==> src/rtl/store_buffer.sv <==
`default_nettype none
// ============================================================================
// Module   : store_buffer
// Brief    : Circular FIFO of pending core stores. It drains in program order
//            to memory through a valid/ready bus, and forwards the youngest
//            matching word to loads.
// Revision : 1.0 - initial release
// ============================================================================
module store_buffer #(
    parameter int DEPTH = 4,
    parameter int CW    = $clog2(DEPTH) + 1
) (
    input  logic          clk,
    input  logic          rst,
    input  logic          MemWrite,
    input  logic [31:0]   DataAddr,
    input  logic [31:0]   WriteData,
    input  logic [31:0]   LoadAddr,
    output logic          LoadHit,
    output logic [31:0]   LoadData,
    output logic          StallSB,
    output logic          BusValid,
    output logic [31:0]   BusAddr,
    output logic [31:0]   BusData,
    input  logic          BusReady,
    output logic          Empty,
    output logic [CW-1:0] Count
);

    localparam int            c_PTR_W = $clog2(DEPTH);
    localparam logic [CW-1:0] c_FULL  = CW'(DEPTH);

    logic [31:0]        r_addrMem [DEPTH];
    logic [31:0]        r_dataMem [DEPTH];
    logic [c_PTR_W-1:0] r_head;
    logic [c_PTR_W-1:0] r_tail;
    logic [CW-1:0]      r_count;

    logic               w_full;
    logic               w_enq;
    logic               w_deq;
    logic               w_loadHit;
    logic [31:0]        w_loadData;
    logic [c_PTR_W-1:0] w_idx;
    logic               w_unusedLoadLsb;

    // Full and empty come straight from the registered count, so the stall
    // has no path from BusReady or MemWrite.
    assign w_full = (r_count == c_FULL);
    assign w_enq  = MemWrite && !w_full && !rst;
    assign w_deq  = (r_count != '0) && BusReady && !rst;

    assign StallSB  = w_full;
    assign Empty    = (r_count == '0);
    assign Count    = r_count;
    assign BusValid = (r_count != '0);
    assign BusAddr  = r_addrMem[r_head];
    assign BusData  = r_dataMem[r_head];
    assign LoadHit  = w_loadHit;
    assign LoadData = w_loadData;

    // The lookup compares word addresses only.
    assign w_unusedLoadLsb = ^LoadAddr[1:0];

    // Entry storage: written at the tail on an accepted store. It is not reset.
    always_ff @(posedge clk) begin
        if (w_enq) begin
            r_addrMem[r_tail] <= DataAddr;
            r_dataMem[r_tail] <= WriteData;
        end
    end

    // Pointers and occupancy. Reset discards every pending entry.
    always_ff @(posedge clk) begin
        if (rst) begin
            r_head  <= '0;
            r_tail  <= '0;
            r_count <= '0;
        end else begin
            if (w_enq) begin
                r_tail <= r_tail + c_PTR_W'(1);
            end
            if (w_deq) begin
                r_head <= r_head + c_PTR_W'(1);
            end
            case ({w_enq, w_deq})
                2'b10:   r_count <= r_count + CW'(1);
                2'b01:   r_count <= r_count - CW'(1);
                default: r_count <= r_count;
            endcase
        end
    end

    // Forwarding lookup. Entries are walked oldest to youngest, so the last
    // match wins. The head entry takes part even while it is being dequeued.
    always_comb begin
        w_loadHit  = 1'b0;
        w_loadData = '0;
        w_idx      = '0;
        for (int k = 0; k < DEPTH; k++) begin
            w_idx = r_head + c_PTR_W'(k);
            if ((CW'(k) < r_count) && (r_addrMem[w_idx][31:2] == LoadAddr[31:2])) begin
                w_loadHit  = 1'b1;
                w_loadData = r_dataMem[w_idx];
            end
        end
    end

endmodule
`default_nettype wire

==> config.mk <==
export PLATFORM = sky130hd
export DESIGN_NAME = store_buffer
export DESIGN_NICKNAME = d
export VERILOG_FILES = /design/src/rtl/store_buffer.sv
export SDC_FILE = /design/constraint.sdc
export NUM_CORES = 1
export LEC_CHECK = 0
export CAP_MARGIN = 20
export CORE_AREA = 2 2 224 226
export DETAILED_ROUTE_END_ITERATION = 8
export DIE_AREA = 0 0 226 228
export SLEW_MARGIN = 10
export SYNTH_ARGS = -nofsm -noshare
export SYNTH_HDL_FRONTEND = slang
export SYNTH_SLANG_ARGS = --single-unit
==> constraint.sdc <==
create_clock -name clk -period 5.9 [get_ports clk]
set_clock_uncertainty 0.15 [all_clocks]
set_input_delay 0.59 -clock clk [delete_from_list [all_inputs] [get_ports clk]]
set_output_delay 0.59 -clock clk [all_outputs]
set_load 0.01 [all_outputs]
==> impl_summary.md <==
Place
The weighted congestion reported at the end of routability-driven placement is just over 0.9. Before CTS, the worst setup slack after placement is 0.796 ns. After legalization and detailed placement, the total HPWL measured around 36 mm. Port buffering added 200 buffers.

Route
After detailed routing, the number of vias per cell comes to approximately 5.6. The pre-antenna-repair detailed-routing pass consisted of 5 iterations. In the routed design, unresolved DRC markers number 0. Dividing the detail-routed wire length by the instance count gives approximately 24 microns.

Across all layers, the routed design uses 11919 vias. For this block, the initial DRC count from the detailed router was roughly 1000. The total wire length after detailed routing is 51.4 mm. In this run the remaining antenna-violating nets after routing total 0.

Final layout
The final core utilization is 41.8%. The total of fill cells in the finished design is 4510. Registers take between 7000 and 8000 sq um.

At the end of the flow, the number of nets in the layout was 1545. Of the cells placed in the final design, the portion with a size suffix greater than 1 is between 10% and 20%. Summing all multi-input logic gate instances after layout gives ~8400 sq um. Relative to the synthesized area, the layout overhead comes to 21.5%.

Setup path
The data arrival time of the critical path is about 4.9 ns. The element type at the critical path end is a primary output. The maximum fanout along the worst path is 29.

The delay of the slowest critical-path stage is a little under 0.7 ns. The cell family contributing the most delay on the critical path is simple AND/OR/NAND/NOR gates. The number of logic stages on the critical path including buffering is 10. The critical path is of the flip-flop to primary output type. The critical path's slowest cell is sky130_fd_sc_hd__dfxtp_4.

The endpoint of the most critical register-to-register path is r_addrMem[3][0]$_DFFE_PP_. The critical path required time is just over 5 ns. Traced cell by cell, the critical path runs through mux4_2, xor2_1, nor4_1, nand2_1, or4_4, nor2_4, o21bai_4, o211ai_1, o21a_1, clkdlybuf4s50_1. The worst reg-to-reg path cell count is 7.

The number of buffers and inverters on the critical path is 1. The startpoint identified for the worst register-to-register timing path is Count[0]$_SDFFE_PP0P_. Setup slack on the worst reg-to-reg path comes out at around 2.4 ns. The worst setup path is launched from a flip-flop.

Yosys
The commonest register cell after synthesis is sky130_fd_sc_hd__edfxtp_1. The synthesized instance count is between 1000 and 1500. After synthesis, flip-flops and latches occupy around 46% of the total area. The Yosys step of the flow raised 0 warnings.

Counting flops with an async set or reset pin after synthesis yields a share of 0%. Yosys attributes the largest share of cell area to sky130_fd_sc_hd__edfxtp_1, sky130_fd_sc_hd__mux4_2, sky130_fd_sc_hd__mux2i_1, sky130_fd_sc_hd__xnor2_1, sky130_fd_sc_hd__mux2_2. Synthesis produced a netlist with a net count of ~1400. Averaged over all synthesized cells, the footprint is 13.3 sq um. The cell area after synthesis is roughly 17000 sq um. In this run, distinct cell masters in the synthesized netlist total 71. The synthesized design contains ~260 enable-type register cells. The share of synthesized area in the top cell type comes to ~45%. The dominant cell type by area after synthesis is sky130_fd_sc_hd__edfxtp_1. After synthesis the netlist holds a flip-flop and latch count of 265.

Pwr
The total power is 5690 uW. In this run the static leakage power is roughly 0.0065 uW. The highest ir drop seen on vdd is approximately 230 uV. The power per cell area is approximately 280 nW/um^2.

STA
The final cycle utilization of the critical path is about 95%. The final number of setup-violating endpoints is 0. The final-report max-slew violation count is 0. The slew of the pin with the lowest slew margin is between 0.9 and 1 ns. For the final routed database, the setup TNS stands at 0 ns. The maximum frequency from static timing analysis is around 180 MHz. The normalized max-slew margin is a little over a third.

Setup repair after global routing left no endpoint under its margin. The clock period minus final worst setup slack is 5.61 ns. On the final layout, the worst hold slack is approximately 0.44 ns. In the post-route analysis, the smallest setup slack over all paths is ~0.29 ns. The total count of hold-check failures in the final report was 0.

Floorplanning
From bottom edge to top edge, the die measures between 200 and 250 microns. The width of the chip is between 200 and 250 microns. The die covers between 50000 and 60000 sq um. The starting density of the core is 34.4%.

The number of I/O pins is 203. The core area is 49300 sq um. The floorplan has slightly above 80 rows.

Global route
The via count of the first global-routing pass came to roughly 12000. The pin count of the biggest net entering global routing is a little over 80. The first global-routing pass estimated roughly 77 mm of wire. The number of antenna violations at the first check in global routing was 5. Global routing used 19.8% of the available tracks. The total congestion overflow is 0.

Run status
The run finished with clean final reports.

Min path
The worst hold path cell count is 2. The worst min-delay path endpoint is r_tail[0]$_SDFFE_PP0P_. The worst min-delay path startpoint is r_tail[0]$_SDFFE_PP0P_.

The path class of the tightest hold or removal check is flip-flop to flip-flop.

Clock network
The number of buffers added to fix hold violations after cts is 0. The TritonCTS clock tree is yes. In this run the clock root is driven by a sky130_fd_sc_hd__clkbuf_16. At the later pin of the worst-skew pair, clock insertion delay measures roughly 0.58 ns. The total number of clock tree sinks is between 200 and 300. The longest clock path from root to sink contains 3 buffers. The number of buffers inserted during clock tree synthesis is 30.

The depth of the CTS H-tree is 1. Clock-pin slew was measured on the worst setup and hold paths at ~0.060 ns. Post-CTS repair changed the size of 0 cells.

Flow run
The number of max-capacitance violations reported is 0.
## cells in the final DEF, fill, tap and decap left out, types with 6 or more instances in the layout
cell / synthesis / routed
sky130_fd_sc_hd__a21oi_1: 36 / 36
sky130_fd_sc_hd__clkinv_2: 0 / 8
sky130_fd_sc_hd__o211ai_1: 7 / 7
sky130_fd_sc_hd__mux2i_1: 155 / 155
sky130_fd_sc_hd__o21a_1: 19 / 19
sky130_fd_sc_hd__mux2_2: 44 / 44
sky130_fd_sc_hd__nor2_1: 59 / 59
sky130_fd_sc_hd__o211ai_2: 14 / 14
sky130_fd_sc_hd__and2_1: 10 / 6
sky130_fd_sc_hd__nand4_1: 9 / 9
sky130_fd_sc_hd__nor4_1: 8 / 8
sky130_fd_sc_hd__mux4_2: 120 / 120
sky130_fd_sc_hd__nand2_1: 85 / 85
sky130_fd_sc_hd__o22ai_1: 24 / 24
sky130_fd_sc_hd__clkdlybuf4s50_1: 0 / 200
sky130_fd_sc_hd__xor2_1: 33 / 33
sky130_fd_sc_hd__ha_1: 9 / 9
sky130_fd_sc_hd__a211oi_1: 6 / 6
sky130_fd_sc_hd__edfxtp_1: 256 / 256
sky130_fd_sc_hd__a221oi_1: 18 / 18
sky130_fd_sc_hd__buf_4: 8 / 36
sky130_fd_sc_hd__inv_1: 18 / 18
sky130_fd_sc_hd__nand3_1: 11 / 11
sky130_fd_sc_hd__clkbuf_16: 0 / 30
sky130_fd_sc_hd__o21ai_0: 66 / 66
sky130_fd_sc_hd__xnor2_1: 66 / 66
sky130_fd_sc_hd__a2111oi_0: 9 / 9
## worst reg2reg max path, delay by kind of cell (launching register included)
| family | cells | cell delay (ns) |
|---|---|---|
| simple gates | 4 | 1.60 |
| fa+ha+maj | 1 | 0.25 |
| flops | 1 | 0.57 |
| buf+inv | 2 | 0.64 |
## per-stage QoR
stage          area, sq um  cells
6_report             20600   2134
5_1_grt              20600   2133
4_1_cts              20600   2131
3_5_place_dp         19600   2075
3_3_place_gp         19600   2075
2_1_floorplan        17000   1276
## where the power goes
group	internal, uW	switching [uW]	total (uW)	leakage (uW)
clock	1160	801	1960	0.000509
combinational	751	755	1510	0.00360
sequential	2130	89.6	2220	0.00240
## state kept, by name (all words and copies together) (netlist names), named ones only
| signal | count |
|---|---|
| r_tail | 2 |
| r_addrMem | 128 |
| r_head | 2 |
| Count | 3 |
| r_dataMem | 128 |
## per-layer routing
| metal | vias to the layer above | track usage [%] | wire [microns] |
|---|---|---|---|
| li1 | 5379 | - | - |
| met1 | 6079 | 26.5 | 21800 |
| met2 | 390 | 33.5 | 25400 |
| met3 | 65 | 3.07 | 3160 |
| met4 | 6 | 4.86 | 1030 |
| met5 | - | 0 | 40 |
## cell families (layout without fill, tap and decap cells)
family,after synthesis,count (layout),share of synthesized area [%]
fa+ha+maj,9,9,0.663
mux,321,321,28.1
buf+inv,131,315,4.03
flops,265,265,46.3
xor+xnor,99,99,5.10
simple gates,209,209,5.67
other cells,0,2,0
compound gates,242,242,10.1
## cell usage after synthesis (all sizes together), types with 10 or more instances
library cell / number
clkbuf: 36
mux2: 44
xnor2: 66
o22ai: 24
nand2: 85
o21ai: 66
nor2: 60
xor2: 33
nand3: 11
inv: 19
mux4: 120
a221oi: 18
edfxtp: 256
a21oi: 36
buf: 75
and2: 10
o211ai: 21
o21a: 19
a2111oi: 10
mux2i: 157
## area by class of cell
type	count	share of cell area, %
Multi-Input combinational cell	880	40.9
Sequential cell	265	38.2
Timing Repair Buffer	239	11.3
Tap cell	672	4.07
Clock buffer	32	3.67
Clock inverter	24	1.41
Inverter	20	0.364
Antenna cell	2	0.0242
## how the worst max path moves through the flow
stage | from | end | slack (ns)
after floorplan | flip-flop | LoadData[12] | 2.27
after global placement | r_head[0]$_SDFFE_PP0P_ | LoadData[5] | 0.77
after detailed placement | r_head[0]$_SDFFE_PP0P_ | LoadData[5] | 0.80
after CTS | r_head[0]$_SDFFE_PP0P_ | LoadData[5] | 0.15
after global routing | flip-flop | LoadData[5] | 0.01
final | flip-flop | LoadData[5] | 0.29
## timing repair
item                                    4_1_cts  5_1_grt
endpoints found under the setup margin        0        6
setup buffers                                 0        1
endpoints found under the hold margin         0        0
No activity file was read; power rests on OpenSTA's default activity.
